File: src/rtl/mult_pkg.sv
// Shared types and constants for the sequential multiplier.
// The state encoding and opcode values are used by both the RTL and the bench.
package mult_pkg;

    localparam int   DEFAULT_WIDTH = 32;
    localparam logic OP_MULT       = 1'b0;
    localparam logic OP_MULTU      = 1'b1;

    typedef enum logic [1:0] {
        IDLE,
        RUN,
        FIX,
        DONE
    } state_t;

endpackage

File: src/rtl/mult_seq_if.sv
// Request/result bundle between the core (master) and the multiplier (slave).
// Vectors are big-endian: bit 0 is the MSB.
interface mult_seq_if
    import mult_pkg::*;
#(
    parameter int WIDTH = DEFAULT_WIDTH
) ();

    logic               start;
    logic               op;
    logic [0:WIDTH-1]   a;
    logic [0:WIDTH-1]   b;
    logic               flush;
    logic               busy;
    logic               done;
    logic [0:WIDTH-1]   result_lo;
    logic [0:WIDTH-1]   result_hi;
    logic               ovf;

    modport master (
        output start, op, a, b, flush,
        input  busy, done, result_lo, result_hi, ovf
    );

    modport slave (
        input  start, op, a, b, flush,
        output busy, done, result_lo, result_hi, ovf
    );

endinterface

File: src/rtl/mult_step.sv
// One radix-2 shift-add iteration: conditional add into the upper half, then shift right.
// Purely combinational; no handshake.
module mult_step
    import mult_pkg::*;
#(
    parameter int WIDTH = DEFAULT_WIDTH
) (
    input  logic [2*WIDTH-1:0] acc_i,
    input  logic [WIDTH-1:0]   mcand_i,
    input  logic               lsb_i,
    output logic [2*WIDTH-1:0] acc_o
);

    logic [WIDTH:0]   sum;
    logic [2*WIDTH:0] wide;

    always_comb begin
        // Carry out of the add lands in bit 2*WIDTH and shifts back into range.
        sum   = {1'b0, acc_i[2*WIDTH-1:WIDTH]} + ({1'b0, mcand_i} & {(WIDTH+1){lsb_i}});
        wide  = {sum, acc_i[WIDTH-1:0]};
        acc_o = (2*WIDTH)'(wide >> 1);
    end

endmodule

File: src/rtl/mult_seq.sv
// Sequential signed/unsigned multiplier: latency WIDTH+2 cycles from start edge to done.
// busy stalls the core; start while busy is dropped, flush aborts without touching results.
module mult_seq
    import mult_pkg::*;
#(
    parameter int WIDTH = DEFAULT_WIDTH
) (
    input  logic       clk,
    input  logic       reset,
    mult_seq_if.slave  bus
);

    localparam int CW = $clog2(WIDTH);

    state_t             state_q;
    logic [CW-1:0]      cnt_q;
    logic [WIDTH-1:0]   mcand_q;
    logic [WIDTH-1:0]   mplier_q;
    logic [2*WIDTH-1:0] acc_q;
    logic               neg_q;
    logic               op_q;
    logic               busy_q;
    logic               done_q;
    logic [WIDTH-1:0]   lo_q;
    logic [WIDTH-1:0]   hi_q;
    logic               ovf_q;

    logic [WIDTH-1:0]   a_w;
    logic [WIDTH-1:0]   b_w;
    logic [WIDTH-1:0]   a_mag_d;
    logic [WIDTH-1:0]   b_mag_d;
    logic               neg_d;
    logic [2*WIDTH-1:0] acc_d;
    logic [2*WIDTH-1:0] prod_d;
    logic [WIDTH-1:0]   lo_d;
    logic [WIDTH-1:0]   hi_d;
    logic               ovf_d;

    always_comb begin
        a_w     = bus.a;
        b_w     = bus.b;
        // -2^(WIDTH-1) negates to itself, which is the correct unsigned magnitude.
        a_mag_d = (bus.op == OP_MULT && a_w[WIDTH-1]) ? -a_w : a_w;
        b_mag_d = (bus.op == OP_MULT && b_w[WIDTH-1]) ? -b_w : b_w;
        neg_d   = (bus.op == OP_MULT) && (a_w[WIDTH-1] ^ b_w[WIDTH-1]);
        prod_d  = neg_q ? -acc_q : acc_q;
        lo_d    = prod_d[WIDTH-1:0];
        hi_d    = prod_d[2*WIDTH-1:WIDTH];
        ovf_d   = (op_q == OP_MULTU) ? (hi_d != '0)
                                     : (hi_d != {WIDTH{lo_d[WIDTH-1]}});
    end

    mult_step #(.WIDTH(WIDTH)) u_step (
        .acc_i   (acc_q),
        .mcand_i (mcand_q),
        .lsb_i   (mplier_q[0]),
        .acc_o   (acc_d)
    );

    always_ff @(posedge clk or posedge reset) begin
        if (reset) begin
            state_q  <= IDLE;
            cnt_q    <= '0;
            mcand_q  <= '0;
            mplier_q <= '0;
            acc_q    <= '0;
            neg_q    <= 1'b0;
            op_q     <= OP_MULT;
            busy_q   <= 1'b0;
            done_q   <= 1'b0;
            lo_q     <= '0;
            hi_q     <= '0;
            ovf_q    <= 1'b0;
        end else if (bus.flush) begin
            state_q <= IDLE;
            busy_q  <= 1'b0;
            done_q  <= 1'b0;
        end else begin
            case (state_q)
                IDLE: begin
                    done_q <= 1'b0;
                    if (bus.start) begin
                        mcand_q  <= a_mag_d;
                        mplier_q <= b_mag_d;
                        neg_q    <= neg_d;
                        op_q     <= bus.op;
                        acc_q    <= '0;
                        cnt_q    <= '0;
                        busy_q   <= 1'b1;
                        state_q  <= RUN;
                    end
                end
                RUN: begin
                    acc_q    <= acc_d;
                    mplier_q <= mplier_q >> 1;
                    cnt_q    <= cnt_q + CW'(1);
                    if (cnt_q == CW'(WIDTH-1)) begin
                        state_q <= FIX;
                    end
                end
                FIX: begin
                    lo_q    <= lo_d;
                    hi_q    <= hi_d;
                    ovf_q   <= ovf_d;
                    done_q  <= 1'b1;
                    state_q <= DONE;
                end
                DONE: begin
                    done_q  <= 1'b0;
                    busy_q  <= 1'b0;
                    state_q <= IDLE;
                end
                default: begin
                    done_q  <= 1'b0;
                    busy_q  <= 1'b0;
                    state_q <= IDLE;
                end
            endcase
        end
    end

    assign bus.busy      = busy_q;
    assign bus.done      = done_q;
    assign bus.result_lo = lo_q;
    assign bus.result_hi = hi_q;
    assign bus.ovf       = ovf_q;

endmodule

File: src/flat_wrapper.sv
// flat-port wrapper written by rule: the top's interface ports become plain ports
module mult_seq_flat import mult_pkg::*;
#(
    parameter int WIDTH = DEFAULT_WIDTH
)
  (clk, reset, bus_start, bus_op, bus_a, bus_b, bus_flush, bus_busy, bus_done, bus_result_lo, bus_result_hi, bus_ovf);
  mult_seq_if #(.WIDTH(WIDTH)) bus_i ();
  input  logic clk;
  input  logic reset;
  input wire logic [$bits(bus_i.start)-1:0] bus_start;
  input wire logic [$bits(bus_i.op)-1:0] bus_op;
  input wire logic [$bits(bus_i.a)-1:0] bus_a;
  input wire logic [$bits(bus_i.b)-1:0] bus_b;
  input wire logic [$bits(bus_i.flush)-1:0] bus_flush;
  output wire logic [$bits(bus_i.busy)-1:0] bus_busy;
  output wire logic [$bits(bus_i.done)-1:0] bus_done;
  output wire logic [$bits(bus_i.result_lo)-1:0] bus_result_lo;
  output wire logic [$bits(bus_i.result_hi)-1:0] bus_result_hi;
  output wire logic [$bits(bus_i.ovf)-1:0] bus_ovf;
  assign bus_i.start = bus_start;
  assign bus_i.op = bus_op;
  assign bus_i.a = bus_a;
  assign bus_i.b = bus_b;
  assign bus_i.flush = bus_flush;
  assign bus_busy = bus_i.busy;
  assign bus_done = bus_i.done;
  assign bus_result_lo = bus_i.result_lo;
  assign bus_result_hi = bus_i.result_hi;
  assign bus_ovf = bus_i.ovf;
  mult_seq #(.WIDTH(WIDTH)) u_core (.clk(clk), .reset(reset), .bus(bus_i));
endmodule
File: config.mk
export PLATFORM = sky130hd
export DESIGN_NAME = mult_seq_flat
export DESIGN_NICKNAME = d
export VERILOG_FILES = /design/src/rtl/mult_pkg.sv /design/src/rtl/mult_seq_if.sv /design/src/rtl/mult_step.sv /design/src/rtl/mult_seq.sv /design/src/flat_wrapper.sv
export SDC_FILE = /design/constraint.sdc
export NUM_CORES = 1
export LEC_CHECK = 0
export ABC_AREA = 1
export CAP_MARGIN = 25
export CORE_ASPECT_RATIO = 0.7
export CORE_MARGIN = 8
export CORE_UTILIZATION = 25
export CTS_CLUSTER_SIZE = 12
export DETAILED_ROUTE_END_ITERATION = 10
export MAX_ROUTING_LAYER = met4
export PLACE_DENSITY = 0.43
export SYNTH_ARGS = -nofsm -noshare
export SYNTH_HDL_FRONTEND = slang
export SYNTH_SLANG_ARGS = --single-unit
File: constraint.sdc
create_clock -name clk -period 6.92 [get_ports clk]
set_clock_uncertainty 0.15 [all_clocks]
set_input_delay 1.038 -clock clk [delete_from_list [all_inputs] [get_ports clk]]
set_output_delay 1.038 -clock clk [all_outputs]
set_load 0.01 [all_outputs]
; Word-level counts from Yosys, hierarchy flattened
; Cells that the tools add are included.
[totals]
ff_bits = 204
input_bits = 69
output_inout_bits = 67
elab_cells = 62
[classes]
add_sub_neg = 5
eq_ne = 8
muxes = 19
n_bitwise = 4
n_reduce_logical = 14
[op_table]
columns = op, n
row1 = two-way mux 64 bit, 2
row2 = case mux 64 bit (2 select lines), 1
row3 = two-way mux 32 bit, 3
row4 = negation 32 bit, 2
row5 = negation 64 bit, 1
row6 = case mux 32 bit (2 select lines), 1
row7 = adder 32 x 33 -> 33 bit, 1
row8 = bitwise AND 32 x 33 -> 33 bit, 1
row9 = != test 32 bit, 1
row10 = nonzero test 32 bit, 1
row11 = case mux 5 bit (2 select lines), 1
row12 = case mux 2 bit (4 select lines), 1
row13 = two-way mux 2 bit, 3
row14 = AND reduction 2 bit, 3
row15 = AND reduction 3 bit, 2
row16 = nonzero test 3 bit, 2
row17 = adder 5 x 1 -> 5 bit (second input constant), 1
row18 = equality test 5 bit (second input constant), 1
row19 = two-way mux 5 bit, 1
row20 = equality test 2 bit (second input constant), 2
row21 = two-way mux 1 bit, 4
row22 = case mux 1 bit (2 select lines), 2
row23 = logical AND 1 bit, 3
row24 = != test 3 x 2 -> 1 bit (second input constant), 1
row25 = 8 further kinds, 9

; Logic depth before layout (Yosys ltp)
; Gate-level depths: netlist of run 1.
[logic_depth]
ltp_word = 5
ltp_mapped = 22
mapped_depth_nobuf = 20

; Modules after synthesis
; A second synthesis of run 1 with hierarchy kept.
[hier_totals]
cells_unflattened = 2235
hier_area_um2 = 14864.3
[modules_own_cells]
columns = mod, instances, cells_each, area_per_inst_um2, seq_area_each_um2
row1 = mult_seq, 1, 1632, 11994.0, 5104.9
row2 = mult_step, 1, 603, 2870.3, 0.0

; Least setup slack after synthesis of run 1
; OpenSTA, ideal clock, no wires.
[synth_path]
kind = flip-flop to flip-flop
start = register u_core.mplier_q[0]
end = register u_core.acc_q[55]
setup_time_ns = 0.118
arrival_time_ns = 2.796
t_required_ns = 6.652
slack_ns = 3.856
path_stages_with_launch = 23
n_path_buf = 2
synth_period_minus_slack_ns = 3.064
path_cell_list = dfrtp_1 clkbuf_1 clkbuf_1 nand2_1 inv_1 ha_1 inv_1 fa_1 inv_1 nand2_1 o21ai_0 a21oi_1 inv_1 nand2_1 nand2_1 nand2_1 nand2_1 nand2_1 nand2_1 a21oi_1 or2_2 nand3_1 nand2_1
[synth_via]
elab_chain_cells = 3
[synth_rtl]
columns = item, line
row1 = "start, declared", mult_seq.sv:18  ; logic [WIDTH-1:0] mplier_q;
row2 = "start signal, assigned", mult_seq.sv:84  ; mplier_q <= b_mag_d;
row3 = "start signal, assigned", mult_seq.sv:95  ; mplier_q <= mplier_q >> 1;
row4 = bitwise AND 32 x 33 -> 33 bit, mult_step.sv:19  ; sum = {1'b0, acc_i[2*WIDTH-1:WIDTH]} + ({1'b0, mcand_i} & {(WIDTH+1){lsb_i}});
row5 = adder 32 x 33 -> 33 bit, mult_step.sv:19
row6 = case mux 64 bit (2 select lines), mult_seq.sv:79  ; case (state_q)
row7 = "end signal, assigned", mult_seq.sv:66  ; acc_q <= '0;
row8 = "end signal, assigned", mult_seq.sv:87  ; acc_q <= '0;
row9 = "end signal, assigned", mult_seq.sv:94  ; acc_q <= acc_d;
row10 = "end, declared", mult_seq.sv:19  ; logic [2*WIDTH-1:0] acc_q;
; Every way passes these cells.
; A chain may end at the register's enable or synchronous reset.

; Final worst setup path of run 1
[layout_path]
start = register u_core.state_q[1]
end = register u_core.acc_q[2]
[layout_via]
elab_chain_cells = 3
word_cells_on_any_way = 6
cone_classes = eq/ne: 2 / mux: 1 / reduce/logical: 3
[layout_rtl]
columns = item, line
row1 = "start, declared", mult_seq.sv:15  ; state_t state_q;
row2 = "start signal, assigned", mult_seq.sv:62  ; state_q <= IDLE;
row3 = "start signal, assigned", mult_seq.sv:75  ; state_q <= IDLE;
row4 = "start signal, assigned", mult_seq.sv:90  ; state_q <= RUN;
row5 = equality test 2 x 1 -> 1 bit or zero test 2 bit (tied branches), mult_seq.sv:79
row6 = nonzero test 2 bit (no line) or != test 2 bit (tied branches), n/a
row7 = AND reduction 3 bit (no line), n/a
; Several ways; a longest one is shown, not always the timed one.

==> flow_summary.toml, run 1 <==
[drt]
via_per_inst = 4.76
final_antenna_net_count = 0
firstDrtPassIters = 5
wl_per_cell_um = 18.4
wl_mm = 54.0
first_iter_violations = 1102
vias = 14000
route.detailed.drc = 0

[yosys]
ys_seq_area_share_pct = 36.6
synth-compound-area-share_pct = 16.9
muxShareOfSynthArea_pct = 0.0718
syn-cell-area_mm2 = 0.0139
yosys_register_bits = 204
avgSynthCellArea_um2 = 6.75
syn_inst = 2067
syn-num-nets = 2178
synth_top_family_by_area = "simple AND/OR/NAND/NOR gates"
synth-xor-area-share_pct = 3.89
synthSimpleGateAreaFrac_pct = 31.1
yosys_warnings = 0
synth.distinct_cells = 49
synth_fa_ha_area_share_pct = 3.82

[cts]
clock-sinks = 204
cts_htree_levels = 1
clk_latency_ns = 0.55
ctsResizeCount = 0
hold_buffers = 0
cts_tree = "built"
cts_setup_buffers = 0
clk_pin_slew_ns = 0.06
cts_buffer_depth = 3
cts-root-buf = "clkbuf_16"
numCtsBuffers = 25

[floorplan]
core_area_mm2 = 0.0552
ios = 136
start_util_pct = 25.3
die_x_um = 298
dieHeight_um = 214
rows = 72
die-area_mm2 = 0.0637

[global_routing]
grt-ovfl-total = 0
grt_max_degree = 94
grt_pass1_wl_mm = 82.9
antenna_found_initial = 0
grtUsageTotal_pct = 17.1
grt_pass1_vias = 13400

[sta]
drv_slew = 0
setup_viol = 0
slew_headroom_pct = 34.6
tightest_slew_ns = 0.977
fin_crit_sh_pct = 56.7
hold_violations = 0
setup-tns-final_ns = 0
rsz0062_at_grt = "false"
max_freq_mhz = 255
min_period_ns = 3.92

[critical_path]
cpPeakStageDelay_ns = 0.66
worst-path-max-fanout = 59
crit_path_cell_trace = "inv_1 > ha_1 > buf_4 > inv_2 > o21ai_0 > nand2_2 > inv_2 > buf_4 > o22ai_1"
start_kind = "register"
r2r_slack_ns = 3.00
cp-end-kind = "register"
crit_type = "reg2reg"
critPathSlowestCell = "buf_4"
worstPathRequired_ns = 7.13
arrival_ns = 4.14

[layout]
area_growth_pct = 21.5
fillers = 6033
diodes = 0
nets = 2289
finalInstanceArea_mm2 = 0.0169
final-seq-area_mm2 = 0.00511
multiInputGateArea_mm2 = 0.00780
drive_above_1_share_pct = 5.01
final_cells = 2936

[power]
peakVddDrop_v = 0.000176
power_density_mw_per_mm2 = 466
cellLeakagePower_nw = 8.16

[run_status]
status = "complete, no violations"

[place]
place.gp.congestion = 0.977
dp_hpwl_mm = 42.4
postPlaceCellArea_mm2 = 0.0161
dp.cells = 2891
io_buffer_count = 135

[job]
drv_cap = 0

[worst_hold_path]
hp-class = "reg2reg"
==> flip-flops by register name (all words and copies together) (netlist names) <==
signal,count
u_core.bus.ovf,1
u_core.bus.result_lo,32
u_core.bus.result_hi,32
u_core.neg_q,1
u_core.mcand_q,32
u_core.bus.busy,1
u_core.cnt_q,5
u_core.bus.done,1
u_core.state_q,2
u_core.mplier_q,32
u_core.acc_q,64
u_core.op_q,1
==> cells in the mapped netlist (all sizes together) <==
master	count	share of area, %
a31oi	25	1.1
ha	41	3.7
xor2	53	3.3
a21boi	1	0.054
or2	7	0.31
nor2	301	8.6
o21a	1	0.054
o21bai	4	0.22
and2	4	0.18
dfrtp	204	37
a21o	3	0.16
clkbuf	53	1.4
o221ai	1	0.063
a21oi	77	2.8
nand4	25	1.1
nand2	605	17
o311ai	2	0.13
nor4b	1	0.063
a221oi	2	0.13
mux2i	1	0.072
and3	1	0.045
nand3	81	3.0
a211oi	2	0.11
o31ai	6	0.32
a22o	2	0.13
nor3	22	0.93
xnor2	9	0.57
o22ai	57	2.6
o211ai	4	0.22
buf	12	0.44
o21ai	240	8.9
nor4	7	0.31
inv	209	5.6
fa	1	0.14
clkinv	3	0.081
==> through the flow <==
| stage | power, mW | setup WS, ns | utilization (%) | hold slack (ns) |
|---|---|---|---|---|
| floorplan | 4.64 | 0.165 | - | 0.294 |
| global placement | 6.44 | 2.93 | 29.1 | 0.312 |
| detailed placement | 6.43 | 2.90 | 29.1 | 0.315 |
| CTS | 7.90 | 2.96 | 30.7 | 0.328 |
| global route | 8.59 | 2.60 | 30.7 | 0.346 |
| finish | 7.90 | 3.00 | 30.7 | 0.322 |
==> area by class of cell <==
type                            instances  share of cell area (%)
Timing Repair Buffer                  149                    8.59
Sequential cell                       204                    30.1
Clock buffer                           33                    4.05
Tap cell                              740                    5.46
Inverter                              212                    4.74
Clock inverter                         12                    1.00
Multi-Input combinational cell       1586                    46.0
==> power by group <==
group | total, mW | switching [mW] | internal (mW)
clock network | 1.40 | 0.555 | 0.846
logic | 4.44 | 3.02 | 1.41
registers | 2.06 | 0.422 | 1.64
total | 7.90 | 4.00 | 3.90
==> metal layers <==
layer | GRT usage, % | vias up | part of all wire (%)
met1 | 25.6 | 6576 | 52
met4 | 2.45 | 0 | 1.4
met5 | - | - | 0
li1 | - | 6981 | -
met3 | 4.76 | 48 | 8.2
met2 | 22.9 | 365 | 39
==> cells by family (layout without fill, tap and decap cells) <==
kind of cell             count (synthesis)  count (layout)
adder cells (fa/ha/maj)                 42              42
flip-flops                             204             204
AO/OA/AOI/OAI                          427             427
multiplexers                             1               1
AND/OR/NAND/NOR                       1054            1054
XOR/XNOR                                62              62
buffers and inverters                  277             406
==> worst paths after layout <==
path | startpoint | to | cells past startpoint
max in group asynchronous | reset | u_core.acc_q[27] | 3
hold / removal | u_core.mplier_q[28] | u_core.mplier_q[28] | 2
setup / recovery | u_core.state_q[1] | u_core.acc_q[2] | 9
min in group asynchronous | reset | u_core.bus.result_hi[23] | 2
hold reg to reg | u_core.mplier_q[28] | u_core.mplier_q[28] | 2
setup reg to reg | u_core.state_q[1] | u_core.acc_q[2] | 9
==> worst max-delay path: cells and delay by family, from the launching register on <==
kind | cells | cell delay [ns]
buffers and inverters | 5 | 1.93
adders and majority gates | 1 | 0.14
AOI/OAI and AO/OA | 2 | 0.47
DFF | 1 | 0.41
and+or+nand+nor | 1 | 0.59
==> layout by cell type, fill, tap and decap left out, types with 5 or more instances in the layout <==
master | Yosys | layout
nand2_1 | 592 | 591
nor3_1 | 18 | 18
nor2_4 | 4 | 5
nor2_2 | 8 | 8
clkbuf_16 | 0 | 25
nand4_1 | 25 | 25
or2_2 | 7 | 7
nand3_1 | 79 | 79
buf_4 | 1 | 14
nand2_2 | 11 | 12
o22ai_1 | 57 | 57
clkbuf_1 | 53 | 5
xnor2_1 | 9 | 9
o21ai_0 | 224 | 224
clkinv_2 | 0 | 5
inv_2 | 5 | 7
o31ai_1 | 6 | 6
xor2_1 | 53 | 53
dfrtp_1 | 204 | 203
o21ai_1 | 10 | 10
clkdlybuf4s50_1 | 0 | 135
ha_1 | 41 | 41
nor4_1 | 7 | 7
inv_1 | 204 | 201
a31oi_1 | 25 | 25
nor2_1 | 288 | 287
a21oi_1 | 77 | 77
No activity file was read; power rests on OpenSTA's default activity.
==> inputs of run 2 (changes only) <==
==> constraint.sdc (replaced) <==
create_clock -name clk -period 3.6 [get_ports clk]
set_clock_uncertainty 0.15 [all_clocks]
set_input_delay 0.54 -clock clk [delete_from_list [all_inputs] [get_ports clk]]
set_output_delay 0.54 -clock clk [all_outputs]
set_load 0.01 [all_outputs]
==> flow_summary.toml, run 2 (synthesis results as in run 1) <==
[layout]
largest_register_ffs = 64
postLayoutCoreUtil_pct = 30.9
final_cell_mix = "nand2_1 (591), nor2_1 (287), o21ai_0 (224), dfrtp_1 (203), inv_1 (201)"
regMostFlops = "u_core.acc_q"
area_growth_pct = 22.3
diodes = 0
drive_above_1_share_pct = 5.61
nets = 2305
final_common_cell = "nand2_1"
fillers = 6051

[cts]
cts_tree = "built"
clk_pin_slew_ns = 0.07
clk_latency_ns = 0.57
ctsResizeCount = 0
cts_buffer_depth = 3
cts-root-buf = "clkbuf_16"
numCtsBuffers = 25
cts_setup_buffers = 0
cts_htree_levels = 1
hold_buffers = 0
clock-sinks = 204

[drt]
wl_per_cell_um = 18.1
final_antenna_net_count = 0
wl_mm = 53.5
via_per_inst = 4.75
first_iter_violations = 1189
vias = 14000
firstDrtPassIters = 6
route.detailed.drc = 0

[global_routing]
grt_max_degree = 77
antenna_found_initial = 0
grt_pass1_vias = 13400
grt_pass1_wl_mm = 82.4
grtUsageTotal_pct = 16.9
grt-ovfl-total = 0

[sta]
tightest_slew_ns = 0.675
setup_viol = 0
setup_ws_ns = 0.396
slew_headroom_pct = 54.6
hold_violations = 0
drv_slew = 0
max_freq_mhz = 312
min_period_ns = 3.20
rsz0062_at_grt = "false"
fin_crit_sh_pct = 89.0
setup-tns-final_ns = 0

[floorplan]
dieHeight_um = 214
die_x_um = 298
die-area_mm2 = 0.0637
core_area_mm2 = 0.0552
rows = 72
start_util_pct = 25.3
ios = 136

[critical_path]
start_kind = "register"
arrival_ns = 3.49
cp-end-kind = "register"
crit_type = "reg2reg"
worst-path-max-fanout = 6
r2r_slack_ns = 0.40
worstPathRequired_ns = 3.88

[place]
io_buffer_count = 135
dp_hpwl_mm = 42.2
place.gp.congestion = 0.947
post-place-ws_ns = 0.413

[job]
drv_cap = 0

[power]
peakVddDrop_v = 0.000396
cellLeakagePower_nw = 8.21
power_density_mw_per_mm2 = 879

[run_status]
status = "complete, no violations"

[worst_hold_path]
hp-class = "in2async"
==> run 2: cell count changes in the layout (fill, tap and decap cells not counted) <==
cell        delta
buf_4         +10
buf_12         +6
clkinvlp_4     +4
bufinv_16      -3
clkbuf_1       +2
clkbuf_8       -1
clkinv_4       -1
inv_8          -1
==> run 2: per-stage QoR <==
step | hold slack [ns] | cells | total power, mW | cell area [µm²]
final | 0.242 | 2952 | 15.0 | 17100
after global routing | 0.300 | 2952 | 16.3 | 17100
after CTS | 0.243 | 2952 | 15.0 | 17100
after detailed placement | 0.311 | 2907 | 12.4 | 16300
after global placement | 0.309 | 2907 | 12.5 | 16300
after floorplan | 0.294 | 2067 | 8.92 | 14000
==> run 2: final timing paths <==
kind	from	to	cells after the start
setup / recovery	u_core.mplier_q[0]	u_core.acc_q[48]	16
hold / removal	reset	u_core.acc_q[10]	2
setup reg to reg	u_core.mplier_q[0]	u_core.acc_q[48]	16
hold reg to reg	u_core.mplier_q[19]	u_core.mplier_q[19]	2
max in group asynchronous	reset	u_core.mplier_q[16]	3
min in group clk	u_core.mplier_q[19]	u_core.mplier_q[19]	2
==> run 2: worst max-delay path, stage by stage, from the launching register on <==
cell     delay [ns]
dfrtp_1        0.43
nand2_1        0.09
inv_1          0.06
ha_1           0.32
a21oi_1        0.15
o21ai_0        0.18
buf_4          0.19
nand2_1        0.05
nand2_1        0.08
nand2_1        0.07
nand3_1        0.22
a21oi_1        0.38
inv_1          0.12
nand2_1        0.07
nand2_1        0.09
o21ai_0        0.28
o21ai_0        0.13
==> run 2: power by group <==
part	switching [mW]	internal, mW	leakage [nW]
Clock	1.08	1.39	0.370
Combinational	5.78	2.84	5.19
Sequential	0.757	3.15	2.65
Total	7.62	7.38	8.21
==> run 2: layer usage <==
metal  global-route usage [%]  routed length (µm)  vias to the layer above
met5                        -                   0                        -
met4                     2.53                 765                        0
met3                     2.44                2890                       49
met2                     23.1               21200                      379
met1                     26.2               28700                     6588
li1                         -                   -                     7015
==> run 2: layout make-up <==
type                            instances  area (µm²)  area share, %
Tap cell                              740         926           5.43
Clock inverter                         11        93.8          0.550
Multi-Input combinational cell       1586        7800           45.7
Clock buffer                           34         679           3.98
Inverter                              212         800           4.69
Sequential cell                       204        5110           29.9
Timing Repair Buffer                  165        1650           9.68
==> inputs of run 3 (changes only) <==
--- a/config.mk
+++ b/config.mk
@@ -13,7 +13,7 @@
 export CTS_CLUSTER_SIZE = 12
 export DETAILED_ROUTE_END_ITERATION = 10
 export MAX_ROUTING_LAYER = met4
-export PLACE_DENSITY = 0.43
+export PLACE_DENSITY = 0.41
 export SYNTH_ARGS = -nofsm -noshare
 export SYNTH_HDL_FRONTEND = slang
 export SYNTH_SLANG_ARGS = --single-unit
==> constraint.sdc (replaced) <==
create_clock -name clk -period 3.4 [get_ports clk]
set_clock_uncertainty 0.15 [all_clocks]
set_input_delay 0.51 -clock clk [delete_from_list [all_inputs] [get_ports clk]]
set_output_delay 0.51 -clock clk [all_outputs]
set_load 0.01 [all_outputs]
==> flow_summary.toml, run 3 (synthesis results as in run 1) <==
[run_status]
status = "complete, no violations"

[critical_path]
crit_type = "reg2reg"
critPathSlowestCell = "dfrtp_1"
start_kind = "register"
worst-path-max-fanout = 7
cpMostUsedCell = "nand2_1"
cpPeakStageDelay_ns = 0.50
critPathLaunch = "u_core.mplier_q[0]"
r2r_slack_ns = 0.32
r2r_start = "u_core.mplier_q[0]"
timing.rr.end = "u_core.acc_q[48]"
cpLargestDelayFamily = "compound AO/OA/AOI/OAI gates"
r2r_cells = 15
cp-end-kind = "register"
worstPathRequired_ns = 3.66
worst-path-buf-inv = 2
arrival_ns = 3.34
crit_end = "u_core.acc_q[48]"
crit_cells = 15
crit_path_cell_trace = "nand2_1 > inv_1 > ha_1 > a21oi_1 > o21ai_0 > nand2_1 > nand2_1 > nand2_1 > nand3_1 > a21oi_1 > inv_1 > nand2_1 > nand2_1 > o21ai_0 > o21ai_0"

[cts]
cts_setup_buffers = 0
ctsResizeCount = 0
clk_latency_ns = 0.55
hold_buffers = 0
cts_htree_levels = 1
cts-root-buf = "clkbuf_16"
clk_pin_slew_ns = 0.06
clock-sinks = 204
cts_tree = "built"
numCtsBuffers = 24
cts_buffer_depth = 3

[sta]
tightest_slew_ns = 0.753
setup-tns-final_ns = 0
rsz0062_at_grt = "false"
slew_headroom_pct = 49.2
min_period_ns = 3.08
hold_violations = 0
drv_slew = 0
setup_viol = 0
fin_crit_sh_pct = 90.7
max_freq_mhz = 324

[global_routing]
grt-ovfl-total = 0
grtUsageTotal_pct = 16.8
grt_max_degree = 72
antenna_found_initial = 0
grt_pass1_wl_mm = 81.9
grt_pass1_vias = 13400

[layout]
regMostFlops = "u_core.acc_q"
final_cells = 2956
largest_register_ffs = 64
nets = 2311
area_growth_pct = 23.0
final_cell_mix = "nand2_1 (591), nor2_1 (287), o21ai_0 (224), dfrtp_1 (203), inv_1 (201)"
drive_above_1_share_pct = 5.96
fillers = 6007
final_common_cell = "nand2_1"
diodes = 0

[place]
io_buffer_count = 135
place.gp.congestion = 0.959
dp.cells = 2914
dp_hpwl_mm = 42.7

[drt]
via_per_inst = 4.76
firstDrtPassIters = 5
wl_met1_mm = 28.1
vias = 14100
first_iter_violations = 1103
wl_met2_mm = 21.4
wl_mm = 53.8
route.detailed.drc = 0
met3_length_mm = 3.88
final_antenna_net_count = 0
wl_per_cell_um = 18.2
top_layer = "met4"

[floorplan]
dieHeight_um = 214
start_util_pct = 25.3
ios = 136
rows = 72
die_x_um = 298
core_area_mm2 = 0.0552
die-area_mm2 = 0.0637

[power]
cellLeakagePower_nw = 8.26
power_density_mw_per_mm2 = 935
peakVddDrop_v = 0.000462

[job]
drv_cap = 0

[worst_hold_path]
hp-class = "in2async"
## run 3: cell count changes in the layout (fill, tap and decap cells not counted), moves of 2 or more
cell and delta:
buf_12 +2, buf_4 +5, clkbuf_8 +3, clkbuf_1 -4
## run 3: report_power, final
group | switching, mW | internal, mW | total (mW)
clock | 1.10 | 1.56 | 2.66
combinational | 6.19 | 3.06 | 9.25
sequential | 0.811 | 3.33 | 4.14
total | 8.10 | 7.94 | 16.0
## run 3: worst register-to-register path, stage by stage (launching register included)
cell and delay [ns]:
dfrtp_1 0.50, nand2_1 0.12, inv_1 0.05, ha_1 0.30, a21oi_1 0.15, o21ai_0 0.19, nand2_1 0.11, nand2_1 0.10
nand2_1 0.08, nand3_1 0.11, a21oi_1 0.39, inv_1 0.14, nand2_1 0.09, nand2_1 0.11, o21ai_0 0.25, o21ai_0 0.12
## run 3: area by class of cell
cell class	instances	area, µm²	area share (%)
Inverter	212	800	4.66
Tap cell	740	926	5.40
Multi-Input combinational cell	1586	7800	45.4
Timing Repair Buffer	172	1730	10.1
Clock buffer	32	681	3.97
Sequential cell	204	5110	29.8
Clock inverter	10	119	0.693
## run 3: worst min path at each step
stage                             start                       to  slack, ns  cells past startpoint
global route                      reset  u_core.bus.result_lo[0]       0.19                      2
finish                            reset  u_core.bus.result_lo[0]       0.17                      2
global placement    u_core.mplier_q[28]      u_core.mplier_q[28]       0.31                      2
detailed placement  u_core.mplier_q[28]      u_core.mplier_q[28]       0.32                      2
CTS                               reset  u_core.bus.result_lo[0]       0.17                      2
floorplan           u_core.mplier_q[28]      u_core.mplier_q[28]       0.29                      2
## run 3: per-layer routing
| layer | up-vias | GRT usage (%) |
|---|---|---|
| li1 | 7039 | - |
| met2 | 320 | 23.1 |
| met3 | 34 | 4.26 |
| met5 | - | - |
| met1 | 6671 | 25.1 |
| met4 | 0 | 1.86 |
## run 3: metrics by stage
step,hold slack (ns),instance area [µm²],setup slack [ns],total power [mW],util (%)
final,0.175,17200,0.315,16.0,31.1
after detailed placement,0.317,16400,0.0897,13.3,29.6
after CTS,0.167,17200,0.345,16.1,31.1
after floorplan,0.294,14000,0.0957,9.44,-
after global routing,0.187,17200,0.0214,17.4,31.1
after global placement,0.312,16400,0.202,13.3,29.6
